### config.mk
export PLATFORM = sky130hd
export DESIGN_NAME = uart_rx
export DESIGN_NICKNAME = d
export VERILOG_FILES = /design/src/rtl/uart_rx.sv
export SDC_FILE = /design/constraint.sdc
export NUM_CORES = 1
export LEC_CHECK = 0
export CAP_MARGIN = 20
export CORE_MARGIN = 2
export CORE_UTILIZATION = 40
export DETAILED_ROUTE_END_ITERATION = 8
export PLACE_DENSITY = 0.62
export SLEW_MARGIN = 20
export SYNTH_ARGS = -nofsm -noshare
export SYNTH_HDL_FRONTEND = slang
export SYNTH_SLANG_ARGS = --single-unit
export TNS_END_PERCENT = 5
### constraint.sdc
create_clock -name clk -period 3 [get_ports clk]
set_clock_uncertainty 0.15 [all_clocks]
set_input_delay 0.75 -clock clk [delete_from_list [all_inputs] [get_ports clk]]
set_output_delay 0.75 -clock clk [all_outputs]
set_load 0.02 [all_outputs]
### src/rtl/uart_rx.sv
// UART 8N1 receiver with 16x oversampling, framing-error detection and
// break handling. All decisions are taken on the synchronized line.
module uart_rx #(
   parameter int unsigned OVERSAMPLE  = 16,
   parameter int unsigned MID_SAMPLE  = 7,
   parameter int unsigned SYNC_STAGES = 2
) (
   input  logic       clk,
   input  logic       reset,
   input  logic       i_clk_rx,
   input  logic       i_rxd,
   output logic [7:0] o_rx_data,
   output logic       o_rx_done,
   output logic       o_frame_err,
   output logic       o_busy
);

   localparam int unsigned CNT_W = (OVERSAMPLE > 1) ? $clog2(OVERSAMPLE) : 1;
   localparam logic [CNT_W-1:0] CNT_MID  = CNT_W'(MID_SAMPLE);
   localparam logic [CNT_W-1:0] CNT_LAST = CNT_W'(OVERSAMPLE - 1);

   typedef enum logic [2:0] {
      IDLE  = 3'd0,
      START = 3'd1,
      DATA  = 3'd2,
      STOP  = 3'd3,
      BRK   = 3'd4
   } state_t;

   state_t                 state;
   logic [SYNC_STAGES-1:0] sync_q;
   logic                   rxd_s;
   logic [CNT_W-1:0]       cnt;
   logic [2:0]             bit_idx;
   logic [7:0]             shift_q;

   assign rxd_s = sync_q[SYNC_STAGES-1];

   // Metastability synchronizer for the asynchronous line; resets to idle-high.
   always_ff @(posedge clk or negedge reset) begin
      if (!reset) begin
         sync_q <= '1;
      end else begin
         sync_q <= {sync_q[SYNC_STAGES-2:0], i_rxd};
      end
   end

   // Receive FSM: start validation, mid-bit data sampling, stop check, break wait.
   always_ff @(posedge clk or negedge reset) begin
      if (!reset) begin
         state       <= IDLE;
         cnt         <= '0;
         bit_idx     <= '0;
         shift_q     <= '0;
         o_rx_data   <= '0;
         o_rx_done   <= 1'b0;
         o_frame_err <= 1'b0;
         o_busy      <= 1'b0;
      end else begin
         o_rx_done   <= 1'b0;
         o_frame_err <= 1'b0;
         case (state)
            IDLE: begin
               cnt <= '0;
               if (!rxd_s) begin
                  state  <= START;
                  o_busy <= 1'b1;
               end
            end
            START: begin
               if (i_clk_rx) begin
                  if (cnt == CNT_MID) begin
                     cnt <= '0;
                     if (!rxd_s) begin
                        bit_idx <= '0;
                        state   <= DATA;
                     end else begin
                        state  <= IDLE;
                        o_busy <= 1'b0;
                     end
                  end else begin
                     cnt <= cnt + CNT_W'(1);
                  end
               end
            end
            DATA: begin
               if (i_clk_rx) begin
                  if (cnt == CNT_LAST) begin
                     cnt     <= '0;
                     shift_q <= {rxd_s, shift_q[7:1]};
                     if (bit_idx == 3'd7) begin
                        state <= STOP;
                     end else begin
                        bit_idx <= bit_idx + 3'd1;
                     end
                  end else begin
                     cnt <= cnt + CNT_W'(1);
                  end
               end
            end
            STOP: begin
               if (i_clk_rx) begin
                  if (cnt == CNT_LAST) begin
                     cnt <= '0;
                     if (rxd_s) begin
                        o_rx_data <= shift_q;
                        o_rx_done <= 1'b1;
                        state     <= IDLE;
                        o_busy    <= 1'b0;
                     end else begin
                        o_frame_err <= 1'b1;
                        state       <= BRK;
                     end
                  end else begin
                     cnt <= cnt + CNT_W'(1);
                  end
               end
            end
            BRK: begin
               // A held-low line must not be mistaken for a new start bit.
               if (rxd_s) begin
                  state  <= IDLE;
                  o_busy <= 1'b0;
               end
            end
            default: begin
               state  <= IDLE;
               cnt    <= '0;
               o_busy <= 1'b0;
            end
         endcase
      end
   end

endmodule

**After elaboration in Yosys (flattened, before gate mapping)**

Cells that the tools add are included.

- Input port bits: 4
- Output and inout bits: 11
- Logic and storage cells: 80
- Register bits after elaboration: 31

- Bitwise operators: 2
- Equal/unequal tests: 19
- Add/sub/neg operators: 2
- Mux-type cells: 39
- Reductions and logical operators: 9

Operators by type and width:

| kind | count |
|---|---|
| $mux W3 | 16 |
| $ne A2 B2 Y1 const B | 11 |
| $mux W4 | 4 |
| $pmux W3 S5 | 1 |
| $mux W1 | 14 |
| $pmux W4 S3 | 1 |
| $reduce_and A9 Y1 | 1 |
| $reduce_and A7 Y1 | 1 |
| $eq A3 B2 Y1 const B | 2 |
| $eq A3 B3 Y1 const B | 2 |
| $pmux W3 S2 | 1 |
| $reduce_and A3 Y1 | 2 |
| $reduce_and A6 Y1 | 1 |
| $pmux W1 S5 | 1 |
| $add A4 B1 Y4 const B | 1 |
| $eq A4 B3 Y1 const B | 1 |
| $eq A4 B4 Y1 const B | 1 |
| $reduce_and A4 Y1 | 1 |
| $add A3 B1 Y3 const B | 1 |
| $eq A3 B1 Y1 const B | 1 |
| $logic_not A3 Y1 | 1 |
| $mux W2 | 1 |
| $ne A2 B1 Y1 const B | 1 |
| $not A1 Y1 | 2 |
| other kinds (2) | 2 |

**Longest topological paths before layout**

Gate-level depths: netlist of run 1.

- Word-level depth: 5
- Depth in mapped cells: 6
- Depth with buffers taken out: 5

**Least setup slack after synthesis of run 1**

OpenSTA, ideal clock, no wires.

- Path type: input-to-reg
- From: input port i_clk_rx
- To: register o_rx_data[0]
- Setup slack: 1.104 ns
- Stages on the path: 3
- Buffers on the path: 0
- Data arrival time: 1.621 ns
- Data required time: 2.725 ns
- Cell sequence: nand4b_4 > nor3_4 > mux2_2

- Longest elaborated chain between the ends: 1

Ends and longest elaborated chain:

| what | line | RTL |
|---|---|---|
| from (decl) | 10 | `input logic i_clk_rx,` |
| $reduce_and A4 Y1 (no source line) | - |  |
| to (signal assigned) | 106 | `o_rx_data <= shift_q;` |
| to (decl) | 12 | `output logic [7:0] o_rx_data,` |

Every way passes these cells.
A chain may end at the register's enable or synchronous reset.

**Final worst setup path of run 1**

- From: input port i_clk_rx
- To: register o_rx_data[5]

The elaborated chain is that of the path after synthesis.

==> out/qor.csv, run 1 <==
stage;metric;value;unit
grt;grt_pass1_wl;4.195;mm
timing;setup_viol;0;
worst_setup_path;critPathMaxFanout;9;
logic_synthesis;syn_area;0.001430;mm^2
timing;finalCritPeriodShare;78.36;%
routing;final_antenna_net_count;0;
floorplanning;die_area;0.004070;mm^2
logic_synthesis;synth_cell_types;39;
worst_setup_path;worst_setup_path_start_kind;input pin;
grt;grt_overflow;0;
routing;drt_iter0_drc;51;
logic_synthesis;synth.top_cell.area_share;50.74;%
worst_setup_path;cp_slowest_stage_delay;0.63;ns
job;max_cap_violations;0;
logic_synthesis;synthFlopType;dfrtp_1;
cells_and_area;drive_gt1_share;26.92;%
worst_setup_path;critPathCaptureType;register;
logic_synthesis;synth_commonest_cells;dfrtp_1 (29), mux2_2 (17), nand2_1 (9), a21oi_1 (4), o21ai_0 (4);
worst_setup_path;critPathRequiredTime;3.07;ns
logic_synthesis;yosysTopAreaCell;dfrtp_1;
place;dp_hpwl;1.616;mm
grt;grt_antenna_before_repair;0;
routing;vias;919;
logic_synthesis;avgSynthCellArea;12.66;um^2
logic_synthesis;synth.net_count;120;
timing;slew_violations;0;
routing;wl;2.349;mm
place;place_area;0.001590;mm^2
cells_and_area;layout.cells.non_filler;176;
logic_synthesis;synth_area_leaders;dfrtp_1 (51%), mux2_2 (13%), dfstp_2 (3.7%);
cells_and_area;layout.nets;136;
run_status;status;finished, final reports clean;
timing;layout_min_cycle_time;2.351;ns
power_and_ir_drop;p_leak;0.0007786;uW
grt;grt_util_all_layers;13.63;%
floorplanning;rows;21;
timing;hold_viol_final;0;
cells_and_area;n_antenna_cell;0;
logic_synthesis;synth_seq_cells;31;
routing;drtPass1Iterations;4;
timing;maxSlewHeadroom;63.09;%
clock_network;cts_buffer_depth;2;
logic_synthesis;yosysWarnings;0;
routing;wl_per_cell;13.35;um
worst_setup_path;crit_type;in -> reg;
clock_network;cts_tree;done;
timing;rsz0062_at_grt;false;
place;gp_congestion;0.7654;
clock_network;insertion_delay;0.33;ns
timing;tns;0;ns
worst_setup_path;arrival;2.42;ns
logic_synthesis;synth_edf_count;0;
logic_synthesis;synth.most_common_cell;dfrtp_1;
timing;tightest_slew;0.5536;ns
clock_network;post_cts_buffers;0;
cells_and_area;syn_to_final_growth;16.27;%
worst_setup_path;r2r_slack;1.06;ns
routing;drc;0;
logic_synthesis;netlist_instances;113;
cells_and_area;seq_area;778.2;um^2
timing;fmax;425.4;MHz
floorplanning;pin_count;15;
worst_setup_path;cp_slowest_cell;clkdlybuf4s50_1;
clock_network;clock-sinks;31;
cells_and_area;multi_input_area;603.1;um^2
grt;first_global_vias;902;
grt;grt_max_degree;32;
logic_synthesis;seq_area_frac_synth;54.42;%
floorplanning;die_height;63.80;um
clock_network;root_buffer;clkbuf_4;
min_path;hold_path.class;reg -> reg;
place;dpl.cell_count;168;
clock_network;cts.clk_slew.worst_paths;0.10;ns
power_and_ir_drop;irDropWorstVdd;0.2511;mV
cells_and_area;fill_cells;321;
floorplanning;start_util;42.19;%
worst_setup_path;cp_cell_sequence;clkdlybuf4s50_1 -> nand4b_4 -> nor3_4 -> mux2_2;
clock_network;cts_max_level;2;
clock_network;cts_resized;0;
floorplanning;coreArea;0.003390;mm^2
clock_network;cts_inserted_buffers;5;
floorplanning;die_x;63.80;um
cells_and_area;final_area;0.001663;mm^2
timing;whs;0.2115;ns
power_and_ir_drop;p_per_area;594.7;mW/mm^2
routing;routed_via_density;5.222;
logic_synthesis;async_flop_share;100.0;%
clock_network;hold_buffers;0;
place;portBuffers;14;
per-layer routing:
layer / vias to the layer above / routed length, um / GRT usage [%]
met3: 5 / 87 / 5.458
met5: - / 0 / 0
met1: 450 / 1095 / 17.09
met4: 0 / 42 / 4.891
met2: 15 / 1124 / 21.22
li1: 449 / - / -
path summary, 6_finish.rpt:
check,start,to,depth (start not counted)
worst min-delay path,sync_q[0],sync_q[1],0
worst max-delay path,i_clk_rx,o_rx_data[5],4
max in group asynchronous,reset,sync_q[0],2
worst min register to register,sync_q[0],sync_q[1],0
min in group asynchronous,reset,state[1],2
worst max register to register,cnt[0],o_rx_data[5],4
sequential cells by signal, summed over array words and instances (netlist names):
signal / count
o_frame_err: 1
o_busy: 1
state: 3
o_rx_done: 1
sync_q: 2
cnt: 4
o_rx_data: 8
shift_q: 8
bit_idx: 3
worst max-delay path, delay by kind of cell:
kind                   cells  cell delay [ns]
and+or+nand+nor            2             0.64
buffers and inverters      1             0.63
muxes                      1             0.39
layout make-up:
cell class / instances / share of cell area, %
clock buffer: 7 / 3.913
clock inverter: 1 / 0.4515
inverter: 1 / 0.2257
multi-input combinational: 75 / 36.27
sequential: 31 / 46.80
tap: 46 / 3.461
timing repair buffer: 15 / 8.879
report_power, final:
group	internal (uW)	switching, uW	leakage, uW	total, uW
combinational	91.8	93.6	0.000335	185
sequential	457	65.7	0.000406	523
clock	137	144	0.0000375	281
total	686	303	0.000779	989
kinds of logic after synthesis:
family / count (synthesis) / synth area share, %
buffers and inverters: 7 / 3.412
AND/OR/NAND/NOR: 34 / 15.84
adder cells (fa/ha/maj): 3 / 2.625
multiplexers: 17 / 13.39
XOR/XNOR: 1 / 0.6125
AO/OA/AOI/OAI: 20 / 9.712
flip-flops: 31 / 54.42
stage by stage:
stage	power, uW	worst slack, ns	util [%]
global route	1060	0.5742	49.06
global placement	709.5	0.3365	46.92
detailed placement	720.5	0.2727	46.92
CTS	1004	0.6260	49.06
finish	988.8	0.6491	49.06
floorplan	679.1	1.104	-
cell usage in the layout (no fill, tap or decap), types with 2 or more instances in the layout:
master / instances
mux2_2: 17
clkbuf_4: 5
ha_1: 3
dfstp_2: 2
o31ai_1: 2
o21ai_0: 4
dfrtp_1: 29
nor3_4: 2
clkbuf_8: 2
and3_1: 2
nand3_1: 3
nor2_1: 3
a31oi_1: 2
a22o_1: 2
clkdlybuf4s50_1: 14
a21oi_1: 4
nor3b_1: 2
nor3_1: 2
nand2_1: 9
nand3b_1: 2
Note: power is estimated with default switching activity, not from simulation.
==> inputs of run 2 (changes only) <==
clock period = 2.4 ns   (was 3 ns; I/O delays follow)
==> out/qor.csv, run 2 (same netlist as run 1, synthesis figures left out) <==
stage;metric;value;unit
grt;grt_util_all_layers;14.95;%
cells_and_area;utilization;50.46;%
place;gp_congestion;0.7888;
grt;grt_pass1_wl;4.671;mm
worst_setup_path;cp.buffers_inverters;1;
worst_setup_path;critPathMaxFanout;3;
clock_network;hold_buffers;0;
routing;drtPass1Iterations;5;
floorplanning;die_x;63.80;um
worst_setup_path;critPathTopFamily;buffers and inverters;
timing;layout_min_cycle_time;2.068;ns
place;dp_hpwl;1.690;mm
grt;first_global_vias;961;
routing;routed_via_density;5.212;
worst_setup_path;cp_slowest_stage_delay;0.61;ns
routing;drt_iter0_drc;53;
worst_setup_path;worst_setup_path_start_kind;register;
clock_network;insertion_delay;0.33;ns
power_and_ir_drop;p_per_area;726.2;mW/mm^2
floorplanning;start_util;42.19;%
worst_setup_path;cp_slowest_cell;clkdlybuf4s50_1;
floorplanning;die_height;63.80;um
worst_setup_path;cp_cell_sequence;clkdlybuf4s50_1;
routing;vias;933;
clock_network;cts_resized;0;
routing;wl_per_cell;13.92;um
clock_network;post_cts_buffers;0;
job;max_cap_violations;0;
grt;grt_overflow;0;
timing;fmax;483.5;MHz
floorplanning;pin_count;15;
timing;whs;0.2109;ns
cells_and_area;mostFrequentLayoutCells;dfrtp_1 (29), mux2_2 (17), clkdlybuf4s50_1 (14);
clock_network;cts_buffer_depth;2;
worst_setup_path;crit_type;reg -> out;
timing;maxSlewHeadroom;61.77;%
routing;drc;0;
cells_and_area;final_common_cell;dfrtp_1;
cells_and_area;reg_top3;o_rx_data: 8 flops, shift_q: 8 flops, cnt: 4 flops;
power_and_ir_drop;irDropWorstVdd;0.3564;mV
cells_and_area;n_antenna_cell;0;
place;dpl.cell_count;171;
clock_network;cts_max_level;2;
cells_and_area;layout.cells.non_filler;179;
power_and_ir_drop;p_leak;0.0007996;uW
routing;wl;2.492;mm
cells_and_area;fill_cells;301;
worst_setup_path;arrival;1.32;ns
timing;hold_viol_final;0;
place;portBuffers;14;
place;pre_cts_ws;0.03808;ns
floorplanning;die_area;0.004070;mm^2
cells_and_area;seq_area;778.2;um^2
floorplanning;rows;21;
floorplanning;coreArea;0.003390;mm^2
grt;grt_max_degree;32;
grt;grt_antenna_before_repair;0;
worst_setup_path;critPathCaptureType;output port;
timing;tns;0;ns
timing;rsz0062_at_grt;false;
clock_network;cts_tree;done;
worst_setup_path;critPathRequiredTime;1.65;ns
cells_and_area;multi_input_area;603.1;um^2
timing;slew_violations;0;
timing;finalCritPeriodShare;86.18;%
cells_and_area;drive_gt1_share;28.57;%
clock_network;root_buffer;clkbuf_4;
clock_network;cts.clk_slew.worst_paths;0.10;ns
routing;final_antenna_net_count;0;
timing;fin_ws;0.3316;ns
timing;setup_viol;0;
timing;tightest_slew;0.5735;ns
cells_and_area;layout.nets;139;
min_path;hold_path.class;reg -> reg;
cells_and_area;syn_to_final_growth;19.60;%
clock_network;clock-sinks;31;
clock_network;cts_inserted_buffers;5;
run_status;status;finished, final reports clean;
==> run 2: changes by cell type in the layout (fill, tap and decap cells not counted) <==
cell and change:
buf_12 +2, buf_4 +1
==> run 2: layout make-up <==
type,count,area share (%)
clock buffer,7,3.804
sequential,31,45.50
clock inverter,1,0.4389
timing repair buffer,18,11.41
tap,46,3.365
inverter,1,0.2195
multi-input combinational,75,35.26
==> run 2: path summary, 6_finish.rpt <==
kind | from | end | slack [ns] | cells after the start
worst max-delay path | o_busy | o_busy | 0.33 | 1
worst min-delay path | sync_q[0] | sync_q[1] | 0.21 | 0
worst max register to register | state[1] | o_rx_data[3] | 0.55 | 4
worst min register to register | sync_q[0] | sync_q[1] | 0.21 | 0
max in group asynchronous | reset | sync_q[0] | 1.29 | 2
min in group asynchronous | reset | cnt[3] | 0.49 | 2
==> run 2: report_power, final <==
part           internal [uW]  leakage, uW  switching [uW]  total [uW]
registers                571     0.000406            85.9         657
logic                    116     0.000356             118         234
clock network            171    0.0000375             180         351
==> run 2: per-stage QoR <==
step | power (uW) | instance area, um^2
CTS | 1263 | 1710
detailed placement | 904.3 | 1638
global placement | 889.6 | 1638
finish | 1242 | 1710
floorplan | 848.8 | 1430
global route | 1332 | 1710
==> run 2: layer usage <==
| layer | share of wire, % | routed length (um) | GRT usage (%) | vias up |
|---|---|---|---|---|
| li1 | - | - | - | 452 |
| met2 | 44 | 1104 | 22.40 | 13 |
| met1 | 49 | 1232 | 19.63 | 463 |
| met5 | 0 | 0 | 0 | - |
| met4 | 2.0 | 51 | 6.522 | 0 |
| met3 | 4.1 | 103 | 5.106 | 5 |
==> inputs of run 3 (changes only) <==
CORE_UTILIZATION = 30   (was 40)
PLACE_DENSITY = 0.5   (was 0.62)
SLEW_MARGIN = not set   (was 20)
==> out/qor.csv, run 3 (same netlist as run 1, synthesis figures left out) <==
stage;metric;value;unit
clock_network;root_buffer;clkbuf_8;
timing;maxSlewHeadroom;63.36;%
grt;grt_pass1_wl;4.402;mm
routing;drtPass1Iterations;4;
floorplanning;die_area;0.005336;mm^2
grt;grt_antenna_before_repair;0;
worst_setup_path;critPathCaptureType;register;
grt;grt_overflow;0;
cells_and_area;syn_to_final_growth;22.48;%
clock_network;cts_inserted_buffers;5;
clock_network;insertion_delay;0.28;ns
cells_and_area;mostFrequentLayoutCells;dfrtp_1 (29), mux2_2 (17), clkdlybuf4s50_1 (14);
place;dp_hpwl;1.697;mm
cells_and_area;layout.nets;139;
clock_network;post_cts_buffers;0;
worst_setup_path;critPathMaxFanout;9;
power_and_ir_drop;p_leak;0.0008126;uW
min_path;hold_depth;0;
clock_network;cts_buffer_depth;2;
floorplanning;pin_count;15;
cells_and_area;layout.cells.non_filler;187;
grt;grt_util_all_layers;11.12;%
timing;setup_viol;0;
cells_and_area;reg_top3;o_rx_data: 8 flops, shift_q: 8 flops, cnt: 4 flops;
min_path;hold_path.class;reg -> reg;
worst_setup_path;r2r_slack;0.55;ns
routing;wl;2.535;mm
place;gp_congestion;0.7352;
timing;tightest_slew;0.5496;ns
routing;final_antenna_net_count;0;
worst_setup_path;arrival;2.06;ns
clock_network;hold_buffers;0;
worst_setup_path;worst_setup_path_start_kind;input pin;
cells_and_area;drive_gt1_share;28.57;%
timing;hold_viol_final;0;
clock_network;cts_max_level;2;
timing;layout_min_cycle_time;2.052;ns
floorplanning;die_height;73.05;um
power_and_ir_drop;p_total;1345;uW
min_path;min_to;sync_q[1];
run_status;status;finished, final reports clean;
cells_and_area;final_common_cell;dfrtp_1;
floorplanning;start_util;30.68;%
worst_setup_path;critPathRequiredTime;2.41;ns
clock_network;cts_tree;done;
cells_and_area;final_area;0.001752;mm^2
place;place_area;0.001648;mm^2
routing;drt_iter0_drc;40;
timing;tns;0;ns
clock_network;cts.clk_slew.worst_paths;0.06;ns
worst_setup_path;cp_slowest_stage_delay;0.55;ns
job;max_cap_violations;0;
power_and_ir_drop;irDropWorstVdd;0.3701;mV
min_path;hold_start;sync_q[0];
routing;vias;951;
floorplanning;die_x;73.05;um
timing;fmax;487.4;MHz
worst_setup_path;cp_cell_sequence;clkdlybuf4s50_1 -> nand4b_4 -> nor3_4 -> buf_12 -> mux2_2;
worst_setup_path;reg2reg_to;o_rx_data[1];
worst_setup_path;timing.rr.start;state[1];
grt;first_global_vias;919;
cells_and_area;n_antenna_cell;0;
timing;slew_violations;0;
timing;rsz0062_at_grt;false;
floorplanning;rows;25;
worst_setup_path;crit_path_start;i_clk_rx;
cells_and_area;fill_cells;450;
routing;drc;0;
routing;routed_via_density;5.086;
power_and_ir_drop;p_per_area;767.7;mW/mm^2
worst_setup_path;cp_slowest_cell;clkdlybuf4s50_1;
floorplanning;coreArea;0.004661;mm^2
clock_network;clock-sinks;31;
timing;finalCritPeriodShare;85.48;%
worst_setup_path;crit_type;in -> reg;
clock_network;cts_resized;0;
place;portBuffers;14;
routing;wl_per_cell;13.56;um
place;dpl.cell_count;179;
worst_setup_path;reg2reg_depth;4;
grt;grt_max_degree;32;
run 3: cell counts in the layout (fill, tap and decap cells not counted):
No cell type changed its count.
run 3: critical path: cells and delay by family:
family	cells	cell delay, ns
buf+inv	2	0.70
mux	1	0.33
simple gates	2	0.42
run 3: worst max path at each step:
| stage | to | slack [ns] |
|---|---|---|
| 3_5_place_dp | o_rx_data[1] | 0.06 |
| 6_report | o_rx_data[1] | 0.35 |
| 2_1_floorplan | o_rx_data[0] | 0.64 |
| 3_3_place_gp | o_rx_data[2] | 0.08 |
| 5_1_grt | o_rx_data[1] | 0.30 |
| 4_1_cts | o_rx_data[1] | 0.35 |
run 3: report_power, final:
| part | total [uW] | switching, uW | internal [uW] |
|---|---|---|---|
| clock network | 449 | 189 | 260 |
| logic | 235 | 119 | 116 |
| registers | 660 | 87.9 | 572 |
| total | 1340 | 396 | 949 |
run 3: through the flow:
stage / setup WS, ns / utilization [%] / hold slack, ns
6_report: 0.3484 / 37.58 / 0.2052
5_1_grt: 0.3003 / 37.58 / 0.2158
4_1_cts: 0.3509 / 37.58 / 0.2066
3_5_place_dp: 0.06461 / 35.36 / 0.1973
3_3_place_gp: 0.08010 / 35.36 / 0.1963
2_1_floorplan: 0.6420 / - / 0.1544
run 3: metal layers:
metal	up-vias	track usage, %	wire, um
met4	0	5.967	53
met3	7	4.282	113
met1	472	15.21	1215
met2	16	15.02	1153
li1	456	-	-
met5	-	0	0
run 3: area by class of cell:
type	instances	area (um^2)	area share, %
well taps	54	67.56	3.857
inverters	1	3.754	0.2143
multi-input cells	75	603.1	34.43
clock inverters	1	7.507	0.4286
flip-flops and latches	31	778.2	44.43
repair buffers	18	195.2	11.14
clock buffers	7	96.34	5.500
